--- src/rtl/tdm_pkg.sv ---
// tdm_pkg: framing types and constants shared by the TDM mux and demux
package tdm_pkg;
   localparam int NUM_SLOTS = 4;
   typedef logic [1:0] slot_t;
   typedef enum logic [0:0] {HUNT = 1'b0, LOCKED = 1'b1} state_t;
endpackage

--- src/rtl/tdm_demux.sv ---
// tdm_demux: deinterleave a 4-slot TDM stream into parallel channels, updated once per whole frame
module tdm_demux
   import tdm_pkg::*;
#(
   parameter int WIDTH = 4
) (
   input  logic             clk,
   input  logic             rst,
   input  logic [WIDTH-1:0] din,
   input  logic             din_valid,
   input  logic             sof,
   output logic [WIDTH-1:0] a,
   output logic [WIDTH-1:0] b,
   output logic [WIDTH-1:0] c,
   output logic [WIDTH-1:0] d,
   output logic             frame_valid,
   output logic             locked,
   output logic             sync_err
);
   state_t           state;
   slot_t            slot;
   logic [WIDTH-1:0] sh0, sh1, sh2;

   assign locked = state == LOCKED;

   // Framing FSM: shadow slots 0..2, publish all four channels on the slot-3 beat
   always_ff @(posedge clk) begin
      if (rst) begin
         state       <= HUNT;
         slot        <= '0;
         sh0         <= '0;
         sh1         <= '0;
         sh2         <= '0;
         a           <= '0;
         b           <= '0;
         c           <= '0;
         d           <= '0;
         frame_valid <= 1'b0;
         sync_err    <= 1'b0;
      end else begin
         frame_valid <= 1'b0;
         sync_err    <= 1'b0;
         if (din_valid) begin
            if (state == HUNT) begin
               if (sof) begin
                  sh0   <= din;
                  slot  <= 2'd1;
                  state <= LOCKED;
               end
            end else if (sof) begin
               // sof always restarts the frame; mid-frame it also flags the lost partial frame
               sync_err <= slot != 2'd0;
               sh0      <= din;
               slot     <= 2'd1;
            end else if (slot == 2'd0) begin
               sync_err <= 1'b1;
               state    <= HUNT;
            end else if (slot == 2'd3) begin
               a           <= sh0;
               b           <= sh1;
               c           <= sh2;
               d           <= din;
               frame_valid <= 1'b1;
               slot        <= 2'd0;
            end else begin
               if (slot == 2'd1) sh1 <= din;
               else sh2 <= din;
               slot <= slot + 2'd1;
            end
         end
      end
   end
endmodule

--- config.mk ---
export PLATFORM = sky130hd
export DESIGN_NAME = tdm_demux
export DESIGN_NICKNAME = d
export VERILOG_FILES = /design/src/rtl/tdm_pkg.sv /design/src/rtl/tdm_demux.sv
export SDC_FILE = /design/constraint.sdc
export NUM_CORES = 1
export LEC_CHECK = 0
export ABC_AREA = 1
export BUFFER_PORTS_ARGS = -buffer_cell sky130_fd_sc_hd__buf_4
export CAP_MARGIN = 20
export CORE_MARGIN = 4
export CORE_UTILIZATION = 45
export DETAILED_ROUTE_END_ITERATION = 8
export PLACE_DENSITY = 0.71
export RECOVER_POWER = 100
export SLEW_MARGIN = 15
export SYNTH_ARGS = -nofsm -noshare
export SYNTH_HDL_FRONTEND = slang
export SYNTH_SLANG_ARGS = --single-unit
--- constraint.sdc ---
create_clock -name clk -period 1.44 [get_ports clk]
set_input_delay 0.072 -clock clk [delete_from_list [all_inputs] [get_ports clk]]
set_output_delay 0.072 -clock clk [all_outputs]
set_load 0.02 [all_outputs]
### Word level (Yosys, flattened, before mapping)

Cells that the tools add are included.

| storage, ports and cells | value |
|---|---|
| flip-flop bits (word level) | 33 |
| bits of input ports | 8 |
| output and inout port bits | 19 |
| logic and storage cells | 43 |

| operators by class | value |
|---|---|
| add/sub/neg operators | 1 |
| equal/unequal tests | 3 |
| multiplexer cells | 12 |
| bitwise operators | 6 |
| reductions and logical operators | 10 |

Operators with widths:

| cell | number |
|---|---|
| AND reduction 6 bit | 2 |
| two-way mux 2 bit | 5 |
| two-way mux 1 bit | 7 |
| inverter 1 bit | 6 |
| AND reduction 5 bit | 1 |
| OR reduction 5 bit | 1 |
| nonzero test 2 bit | 2 |
| AND reduction 3 bit | 1 |
| OR reduction 3 bit | 1 |
| adder 2 x 1 -> 2 bit (second input constant) | 1 |
| == test 2 x 1 -> 1 bit (second input constant) | 1 |
| == test 2 bit (second input constant) | 1 |
| logical NOT 2 bit | 1 |
| inequality test 2 bit (second input constant) | 1 |
| AND reduction 2 bit | 1 |

### Longest topological paths before layout

Gate-level depths: netlist (run 1).

| logic depth | value |
|---|---|
| depth in word-level cells | 5 |
| depth in mapped cells | 10 |
| mapped depth without buffers | 9 |

### Worst setup path before layout (run 1)

No wires, ideal clock.

| path | value |
|---|---|
| kind | reg2reg |
| start point | reg slot[0] |
| end point | reg a[0] |
| arrival time | 1354 ps |
| required time | 1376 ps |
| setup slack | 22 ps |
| stages on the path, launching flop included | 10 |
| path buffers | 1 |
| period minus slack after synthesis | 1418 ps |
| cell sequence | dfxtp_1 > inv_1 > ha_1 > inv_1 > ha_1 > nand3_2 > nor2_4 > buf_6 > nor2_1 > nor2_1 |

| on the way | value |
|---|---|
| longest elaborated chain between the ends | 3 |
| elaborated cells between the ends (all ways) | 4 |

Ends and longest elaborated chain:

| what | RTL line | source |
|---|---|---|
| start: declaration | tdm_demux.sv:21 | `slot_t slot;` |
| start signal: assignment | tdm_demux.sv:68 | `slot <= slot + 2'd1;` |
| logical NOT 2 bit | tdm_demux.sv:55 | `end else if (slot == 2'd0) begin` |
| inverter 1 bit (no line) | - |  |
| AND reduction 5 bit (no line) (*) | - |  |
| end signal: assignment | tdm_demux.sv:34 | `a <= '0;` |
| end signal: assignment | tdm_demux.sv:59 | `a <= sh0;` |
| end: declaration | tdm_demux.sv:12 | `output logic [WIDTH-1:0] a,` |

Mark *: on every way between the ends. The rest lies on a longest branch, timed or not.
A chain may end at the register's enable or synchronous reset.

### Worst setup path in the final report (run 1)

| path | value |
|---|---|
| start point | reg slot[1] |
| end point | reg c[1] |

| on the way | value |
|---|---|
| longest elaborated chain between the ends | 3 |
| elaborated cells between the ends (all ways) | 4 |

Ends and longest elaborated chain:

| what | RTL line | source |
|---|---|---|
| logical NOT 2 bit | tdm_demux.sv:55 |  |
| inverter 1 bit (no line) | - |  |
| AND reduction 5 bit (no line) (*) | - |  |
| end signal: assignment | tdm_demux.sv:36 | `c <= '0;` |
| end signal: assignment | tdm_demux.sv:61 | `c <= sh2;` |
| end: declaration | tdm_demux.sv:14 | `output logic [WIDTH-1:0] c,` |

Marks and branches as above.

==> results of run 1 <==
[power by group]
group	internal (uW)	total (uW)	leakage, uW	switching (uW)
combinational	84.9	213	0.000496	128
sequential	930	939	0.000268	9.35
clock	169	452	0.0000269	283
total	1180	1600	0.000791	421
[metrics by stage]
stage | instance area [um2] | cells
after global placement | 1760 | 286
after detailed placement | 1760 | 286
after global routing | 1880 | 296
final | 1880 | 296
after CTS | 1840 | 294
after floorplan | 1470 | 214
[sequential cells by signal, summed over array words and instances (netlist names)]
signal       count
a                4
b                4
c                4
d                4
frame_valid      1
locked           1
sh0              4
sh1              4
sh2              4
slot             2
sync_err         1
[worst max-delay path, cell delays in order, from the launching register on]
cell	delay, ps
sky130_fd_sc_hd__dfxtp_2	340
sky130_fd_sc_hd__inv_2	50
sky130_fd_sc_hd__ha_4	150
sky130_fd_sc_hd__inv_2	70
sky130_fd_sc_hd__ha_4	130
sky130_fd_sc_hd__inv_2	40
sky130_fd_sc_hd__nor2_4	190
sky130_fd_sc_hd__buf_6	160
sky130_fd_sc_hd__nand3_2	70
sky130_fd_sc_hd__nand2_2	60
sky130_fd_sc_hd__nor2_1	30
[cell families (layout without fill, tap and decap cells)]
family	after synthesis	in the layout	synth area share, %
DFF	33	33	44.9
AOI/OAI and AO/OA	9	9	3.06
and+or+nand+nor	130	130	37.0
adders and majority gates	5	5	4.26
buffers and inverters	37	75	10.7
[per-layer routing]
| layer | GRT usage [%] | part of all wire [%] |
|---|---|---|
| met5 | 0 | 0 |
| met4 | 6.99 | 1.3 |
| met3 | 4.27 | 5.3 |
| met2 | 27.2 | 49 |
| met1 | 21.0 | 44 |
[Yosys cell counts (all sizes together)]
library cell	count	area share (%)
nor2	62	16
nand2	35	8.9
dfxtp	33	45
nand3	31	11
inv	28	7.1
buf	7	3.1
ha	5	4.3
o21ai	5	1.7
a21oi	4	1.4
clkbuf	2	0.51
nor3	1	0.34
nor3b	1	0.51
[layout make-up]
cell class,count,area share (%)
multi-input cells,144,39.6
flip-flops and latches,33,35.2
repair buffers,41,14.4
inverters,28,5.59
well taps,44,2.93
clock buffers,5,1.99
clock inverters,1,0.266
[worst paths after layout]
check        cells after the start    start      to  slack [ps]
max                             10  slot[1]    c[1]          40
min reg2reg                      2   sh0[0]  sh0[0]         460
min                              3   din[3]  sh0[3]          40
max reg2reg                     10  slot[1]    c[1]          40
[timing repair]
item,in CTS,in global routing
gates resized for setup,6,28
endpoints found under the hold margin,2,0
cloned,1,1
hold buffers,1,0
endpoints found under the setup margin,20,24
pin swaps,1,4
buffers inserted,0,1
==> qor.log, run 1 <==
[worst_setup_path] endpoint required time on the critical path 1670 ps
[min_path] Hold Path Class input pin to flop
[timing] number of hold violations in the final report 0
[die] die span in x 65.2 um
[timing] setup repair after global routing missed its margin yes
[grt] Tot GR Track Use 16.7%
[die] area enclosed by the die boundary 4250 um2
[logic_synthesis] Mean Syn Cell Area 6.87 um2
[final_layout] antenna diode count 0
[clock_tree] number of buffers between clock root and the deepest sink 2
[clock_tree] clock transition at the register clock pins on the worst setup and hold paths after CTS 90 ps
[logic_synthesis] net count of the mapped netlist 227
[route] Detail Route Antenna Nets 0
[worst_setup_path] Critical Path End Type flop
[power_and_ir_drop] power density of the placed cells 853 nW/um2
[place] RePlAce Congestion 0.905
[logic_synthesis] number of register bits inferred by synthesis 33
[run] maxcap violations 0
[timing] Post-Route Skew 6.97 ps
[status] status complete, no violations
[final_layout] most frequent standard cell in the layout excluding fill and tap cells sky130_fd_sc_hd__nor2_1
[final_layout] ratio of cells with drive above 1 in the final layout 21.8%
[place] pre-CTS worst setup slack -12.4 ps
[die] cell row count 20
[power_and_ir_drop] LEAKAGE 0.000791 uW
[final_layout] area of all sequential standard cells 663 um2
[clock_tree] TritonCTS Sinks 33
[timing] Max Freq 714 MHz
[clock_tree] number of buffers inserted during clock tree synthesis 5
[clock_tree] clock tree from TritonCTS done
[place] port bufs 26
[logic_synthesis] gate count after technology mapping 214
[route] Iter 0 DRT Violations 47
[clock_tree] latest clock arrival within the worst-skew pair 320 ps
[place] post-detailed-placement half-perimeter wirelength 2210 um
[final_layout] fill cell instance count of the final layout 304
[power_and_ir_drop] post-layout total power 1600 uW
[grt] antenna violations before repair 0
[timing] max_slew headroom 73.3%
[logic_synthesis] Netlist cell types 17
[final_layout] Layout Area Growth over Synthesis 28.0%
[grt] pin count of the biggest net entering global routing 17
[logic_synthesis] synthesized cell area 1470 um2
[die] I/O pin count 27
[timing] number of slew-limit violations in the final report 0
[timing] final critical delay including setup and external delays 1400 ps
[route] DRC violations left 0
[power_and_ir_drop] worst vdd ir 0.000515 V
[route] Routed wire per std cell 11.1 um
[timing] transition time at the pin with the least slew margin 400 ps
[final_layout] Layout Nets 266
[worst_setup_path] Critical Path Start Type flop
[timing] share of the clock period used by the worst path after layout 97.3%
[die] Initial Util 47.8%
[timing] worst slack on hold paths 40.5 ps
[clock_tree] CTS H-tree depth 2
[worst_setup_path] worst-path fanout max 5
[route] total number of vias 1378
[final_layout] utilization after layout 61.1%
[grt] first-pass GRT wire length 5490 um
[grt] vias in the first global route 1260
[die] Core Area 3080 um2
[logic_synthesis] sequential fraction of the synthesis area 44.9%
[timing] final count of negative-setup-slack endpoints 0
[route] post-DR vias/cell 4.66
[grt] global-route congestion overflow total 0
[clock_tree] clock tree root buffer cell sky130_fd_sc_hd__clkbuf_4
[route] first-pass iteration count of the detailed router 4
[timing] setup slack of the critical path after layout 39.0 ps
[worst_setup_path] critical path arrival 1630 ps
[logic_synthesis] Yosys warning total 0
[final_layout] multi-input logic area 744 um2
[die] floorplan die height 65.2 um
[route] sum of routed wire length over all layers 3270 um
[timing] post-route setup TNS 0 ps
[worst_setup_path] critical path class flop to flop
[final_layout] leading cell types in the layout, fill and taps excluded 57 x sky130_fd_sc_hd__nor2_1, 34 x sky130_fd_sc_hd__nand2_1, 31 x sky130_fd_sc_hd__dfxtp_1
(Power assumes the default switching activity.)
==> run 2: changes to the inputs <==
--- a/config.mk
+++ b/config.mk
@@ -8,6 +8,7 @@
 export ABC_AREA = 1
 export BUFFER_PORTS_ARGS = -buffer_cell sky130_fd_sc_hd__buf_4
 export CAP_MARGIN = 20
+export CORE_ASPECT_RATIO = 0.7
 export CORE_MARGIN = 4
 export CORE_UTILIZATION = 45
 export DETAILED_ROUTE_END_ITERATION = 8
==> run 2 against run 1 <==
Against the previous run:
- final cell count shrank 1.0%
- sequential cell count is the same
- sequential share of layout area shrank 0.67 points
- critical endpoint is now d[2]
- fmax grew 1.7%
- largest power group unchanged
- register-to-register slack gained 20 ps
- first-iteration DRC count grew 21%
- global-route usage grew 0.17 points
- via count shrank 0.36%
- wire length grew 2.4%
- largest cell class unchanged
==> qor.log, run 2 (same netlist as run 1, synthesis figures left out) <==
[power_and_ir_drop] Seq pwr share 45.5%
[worst_setup_path] slowest cell on the critical path sky130_fd_sc_hd__dfxtp_2
[die] I/O pin count 27
[place] RePlAce Congestion 0.774
[worst_setup_path] Worst R2R Setup Slack 60 ps
[power_and_ir_drop] worst vdd ir 0.000675 V
[worst_setup_path] critical path endpoint d[2]
[grt] pin count of the biggest net entering global routing 32
[power_and_ir_drop] LEAKAGE 0.000817 uW
[clock_tree] number of buffers inserted during clock tree synthesis 5
[timing] Post-Route Skew 6.54 ps
[status] status complete, no violations
[power_and_ir_drop] power share of the clock group 43.7%
[final_layout] antenna diode count 0
[power_and_ir_drop] share of total power in combinational logic 10.9%
[grt] antenna violations before repair 0
[power_and_ir_drop] post-layout total power 2060 uW
[final_layout] ratio of cells with drive above 1 in the final layout 19.6%
[timing] number of hold violations in the final report 0
[final_layout] utilization after layout 60.9%
[worst_setup_path] critical path's most frequent cell sky130_fd_sc_hd__inv_2
[final_layout] most frequent standard cell in the layout excluding fill and tap cells sky130_fd_sc_hd__nor2_1
[power_and_ir_drop] power density of the placed cells 1080 nW/um2
[place] Post-DP Area 1760 um2
[die] die span in x 76.3 um
[worst_setup_path] biggest cell delay along the critical path 340 ps
[final_layout] multi-input logic area 727 um2
[timing] max_slew headroom 75.1%
[worst_setup_path] Critical Path End Type flop
[worst_setup_path] worst reg-to-reg path cell count 10
[die] floorplan die height 55.8 um
[worst_setup_path] Critical Path Start Type flop
[route] Iter 0 DRT Violations 57
[worst_setup_path] cells along the critical path inv_2, ha_2, inv_2, ha_4, inv_2, nor2_4, buf_6, nand3_1, nand2_1, nor2_1
[timing] transition time at the pin with the least slew margin 373 ps
[power_and_ir_drop] switching power 479 uW
[final_layout] area of all sequential standard cells 663 um2
[place] port bufs 26
[run] maxcap violations 0
[route] total number of vias 1373
[timing] final count of negative-setup-slack endpoints 0
[worst_setup_path] Reg2Reg Capture Point d[2]
[route] DRC violations left 0
[power_and_ir_drop] internal power component 1580 uW
[timing] final critical delay including setup and external delays 1380 ps
[worst_setup_path] worst-path fanout max 6
[final_layout] Layout Nets 267
[die] Core Area 3150 um2
[clock_tree] clock tree from TritonCTS done
[route] Detail Route Antenna Nets 0
[place] post-detailed-placement half-perimeter wirelength 2200 um
[clock_tree] clock transition at the register clock pins on the worst setup and hold paths after CTS 60 ps
[grt] global-route congestion overflow total 0
[timing] post-route setup TNS 0 ps
[grt] vias in the first global route 1206
[final_layout] fill cell instance count of the final layout 317
[route] sum of routed wire length over all layers 3350 um
[power_and_ir_drop] switching share of power 23.2%
[clock_tree] clock tree root buffer cell sky130_fd_sc_hd__clkbuf_8
[clock_tree] CTS H-tree depth 2
[worst_setup_path] CP top delay family flip-flops
[route] Routed wire per std cell 11.4 um
[grt] Tot GR Track Use 16.9%
[min_path] Hold Path Class input pin to flop
[timing] setup repair after global routing missed its margin yes
[worst_setup_path] sum of buffers and inverters on the critical path 4
[worst_setup_path] critical path arrival 1560 ps
[worst_setup_path] endpoint required time on the critical path 1620 ps
[final_layout] summed area of non-filler cells in the final layout 1920 um2
[final_layout] Layout Area Growth over Synthesis 30.5%
[die] Initial Util 46.7%
[clock_tree] latest clock arrival within the worst-skew pair 290 ps
[die] cell row count 17
[timing] Max Freq 726 MHz
[timing] number of slew-limit violations in the final report 0
[die] area enclosed by the die boundary 4260 um2
[clock_tree] TritonCTS Sinks 33
[worst_setup_path] number of cells on the critical path 10
[worst_setup_path] critical register-to-register path startpoint slot[1]
[worst_setup_path] Critical path origin slot[1]
[route] first-pass iteration count of the detailed router 4
[final_layout] leading cell types in the layout, fill and taps excluded 56 x sky130_fd_sc_hd__nor2_1, 35 x sky130_fd_sc_hd__nand2_1, 31 x sky130_fd_sc_hd__dfxtp_1
[worst_setup_path] critical path class flop to flop
[clock_tree] number of buffers between clock root and the deepest sink 2
[grt] first-pass GRT wire length 5560 um
[route] post-DR vias/cell 4.69
[timing] share of the clock period used by the worst path after layout 95.7%
-- run 2: how the worst min path moves through the flow --
| stage | startpoint | to | slack, ps | depth (start not counted) |
|---|---|---|---|---|
| 2_1_floorplan | rst | sync_err | 150 | 1 |
| 3_3_place_gp | rst | frame_valid | 260 | 2 |
| 3_5_place_dp | rst | frame_valid | 260 | 2 |
| 4_1_cts | din[2] | sh0[2] | 70 | 3 |
| 5_1_grt | din[2] | sh0[2] | 100 | 3 |
| 6_report | din[2] | sh0[2] | 80 | 3 |
-- run 2: cell type report --
type                            instances  share of cell area, %
Timing Repair Buffer                   42                   13.5
Clock buffer                            7                   4.50
Tap cell                               38                   2.48
Sequential cell                        33                   34.6
Multi-Input combinational cell        144                   37.9
Clock inverter                          1                   1.57
Inverter                               28                   5.48
-- run 2: power groups by stage --
stage / clock [uW] / sequential, uW / combinational, uW
global route: 979 / 939 / 255
finish: 900 / 938 / 224
detailed placement: 0 / 957 / 187
floorplan: 0 / 961 / 112
CTS: 922 / 937 / 198
global placement: 0 / 956 / 187
-- run 2: per-layer routing --
metal,track usage (%),wire [um]
met1,22.1,1670
met2,23.9,1460
met3,7.61,196
met4,6.98,25
met5,0,0
-- run 2: worst reg2reg max path, delay by kind of cell (launching register included) --
kind / cells / cell delay, ps
adders and majority gates: 2 / 310
and+or+nand+nor: 4 / 330
buffers and inverters: 4 / 300
DFF: 1 / 340
-- run 2: stage by stage --
stage               hold slack [ps]  worst slack, ps  std cells
detailed placement              260            -34.6        282
global route                   97.4            -15.0        293
CTS                            73.0             4.54        292
global placement                256            -7.75        282
floorplan                       148             21.8        214
finish                         76.3             62.5        293
-- run 2: timing repair --
action | in CTS | in global routing
setup buffers | 0 | 1
pin swaps | 1 | 3
hold endpoints to repair | 2 | 0
resized for setup | 11 | 18
hold buffers | 1 | 0
endpoints found under the setup margin | 24 | 24
gates cloned | 1 | 0
==> run 3: changes to the inputs <==
--- a/config.mk
+++ b/config.mk
@@ -10,9 +10,9 @@
 export CAP_MARGIN = 20
 export CORE_ASPECT_RATIO = 0.7
 export CORE_MARGIN = 4
-export CORE_UTILIZATION = 45
+export CORE_UTILIZATION = 48
 export DETAILED_ROUTE_END_ITERATION = 8
-export PLACE_DENSITY = 0.71
+export PLACE_DENSITY = 0.75
 export RECOVER_POWER = 100
 export SLEW_MARGIN = 15
 export SYNTH_ARGS = -nofsm -noshare
==> run 3 against run 2 <==
Against the previous run:
- hold slack better by 12 ps
- critical path depth stayed put
- design area is 1.4% higher
- critical endpoint is now frame_valid
==> qor.log, run 3 (same netlist as run 1, synthesis figures left out) <==
[route] DRC violations left 0
[route] Iter 0 DRT Violations 104
[place] RePlAce Congestion 0.855
[final_layout] leading cell types in the layout, fill and taps excluded 56 x sky130_fd_sc_hd__nor2_1, 34 x sky130_fd_sc_hd__nand2_1, 31 x sky130_fd_sc_hd__dfxtp_1
[timing] max_slew headroom 73.1%
[worst_setup_path] critical path arrival 1560 ps
[clock_tree] clock tree from TritonCTS done
[run] maxcap violations 0
[die] cell row count 16
[die] floorplan die height 54.3 um
[grt] first-pass GRT wire length 5590 um
[final_layout] Layout Nets 272
[route] total number of vias 1445
[clock_tree] number of buffers inserted during clock tree synthesis 5
[worst_setup_path] critical path class flop to flop
[grt] vias in the first global route 1245
[grt] Tot GR Track Use 18.5%
[route] first-pass iteration count of the detailed router 4
[final_layout] ratio of cells with drive above 1 in the final layout 23.3%
[timing] setup repair after global routing missed its margin yes
[die] Initial Util 51.4%
[timing] transition time at the pin with the least slew margin 403 ps
[timing] share of the clock period used by the worst path after layout 97.3%
[final_layout] Layout Area Growth over Synthesis 32.3%
[clock_tree] clock tree root buffer cell sky130_fd_sc_hd__clkbuf_8
[route] post-DR vias/cell 4.91
[final_layout] most frequent standard cell in the layout excluding fill and tap cells sky130_fd_sc_hd__nor2_1
[power_and_ir_drop] power density of the placed cells 938 nW/um2
[power_and_ir_drop] LEAKAGE 0.000825 uW
[die] Core Area 2860 um2
[route] Detail Route Antenna Nets 0
[timing] worst slack on hold paths 88.2 ps
[timing] final count of negative-setup-slack endpoints 0
[status] status complete, no violations
[grt] global-route congestion overflow total 0
[clock_tree] latest clock arrival within the worst-skew pair 280 ps
[timing] Post-Route Skew 2.52 ps
[final_layout] antenna diode count 0
[timing] Max Freq 714 MHz
[die] area enclosed by the die boundary 4030 um2
[worst_setup_path] Critical Path Start Type flop
[die] I/O pin count 27
[power_and_ir_drop] post-layout total power 1820 uW
[grt] antenna violations before repair 0
[place] port bufs 26
[clock_tree] CTS H-tree depth 2
[clock_tree] clock transition at the register clock pins on the worst setup and hold paths after CTS 60 ps
[route] sum of routed wire length over all layers 3640 um
[clock_tree] TritonCTS Sinks 33
[grt] pin count of the biggest net entering global routing 32
[place] post-detailed-placement half-perimeter wirelength 2230 um
[die] die span in x 74.1 um
[route] Routed wire per std cell 12.4 um
[worst_setup_path] worst-path fanout max 2
[timing] number of hold violations in the final report 0
[power_and_ir_drop] worst vdd ir 0.000623 V
[final_layout] utilization after layout 68.0%
[timing] final critical delay including setup and external delays 1400 ps
[worst_setup_path] endpoint required time on the critical path 1600 ps
[clock_tree] number of buffers between clock root and the deepest sink 2
[worst_setup_path] Critical Path End Type flop
[timing] number of slew-limit violations in the final report 0
[min_path] Hold Path Class input pin to flop
run 3: cell count changes in the layout (fill, tap and decap cells not counted), sizes merged:
cell,delta
buf,+6
clkbuf,-3
bufinv,-1
clkinv,+1
run 3: metal layers:
layer  share of wire [%]  global-route usage (%)
met4                 1.6                    6.93
met5                   0                       0
met1                  46                    23.9
met2                  46                    29.6
met3                 5.8                    5.50
run 3: worst max-delay path: stages, from the launching register on:
cell                      delay [ps]
sky130_fd_sc_hd__dfxtp_2         330
sky130_fd_sc_hd__inv_2            70
sky130_fd_sc_hd__ha_4            140
sky130_fd_sc_hd__inv_4            40
sky130_fd_sc_hd__buf_4           120
sky130_fd_sc_hd__buf_4           120
sky130_fd_sc_hd__buf_4           120
sky130_fd_sc_hd__buf_4           120
sky130_fd_sc_hd__buf_4           120
sky130_fd_sc_hd__nand3_1          60
sky130_fd_sc_hd__nor3_1           40
run 3: layout make-up:
cell class / instances / area [um2]
well taps: 36 / 45.0
flip-flops and latches: 33 / 663
clock inverters: 1 / 5.00
inverters: 28 / 108
clock buffers: 5 / 68.8
multi-input cells: 144 / 757
repair buffers: 47 / 299
fillers: 265 / 917
run 3: metrics by stage:
| stage | worst slack, ps | setup TNS [ps] | area (um2) | cells |
|---|---|---|---|---|
| 2_1_floorplan | 21.8 | 0 | 1470 | 214 |
| 3_3_place_gp | 12.6 | 0 | 1760 | 280 |
| 3_5_place_dp | -21.0 | -165 | 1760 | 280 |
| 4_1_cts | -3.18 | -5.89 | 1920 | 294 |
| 5_1_grt | -21.7 | -168 | 1950 | 294 |
| 6_report | 39.4 | 0 | 1950 | 294 |
run 3: final timing paths:
kind / startpoint / end / slack, ps / depth (start not counted)
max reg2reg: slot[1] / frame_valid / 40 / 10
max: slot[1] / frame_valid / 40 / 10
min reg2reg: sh0[2] / sh0[2] / 460 / 2
min: din[2] / sh0[2] / 90 / 3
run 3: power breakdown:
part	switching [uW]	total [uW]	internal, uW	leakage (uW)
sequential	7.37	938	931	0.000268
clock	311	628	317	0.0000399
combinational	149	258	109	0.000517
run 3: repair_timing:
action	in CTS	in global routing
hold buffers	1	0
pin swaps	1	2
setup buffers	5	0
hold endpoints to repair	2	0
endpoints found under the setup margin	21	25
gates cloned	2	0
gates resized for setup	14	24
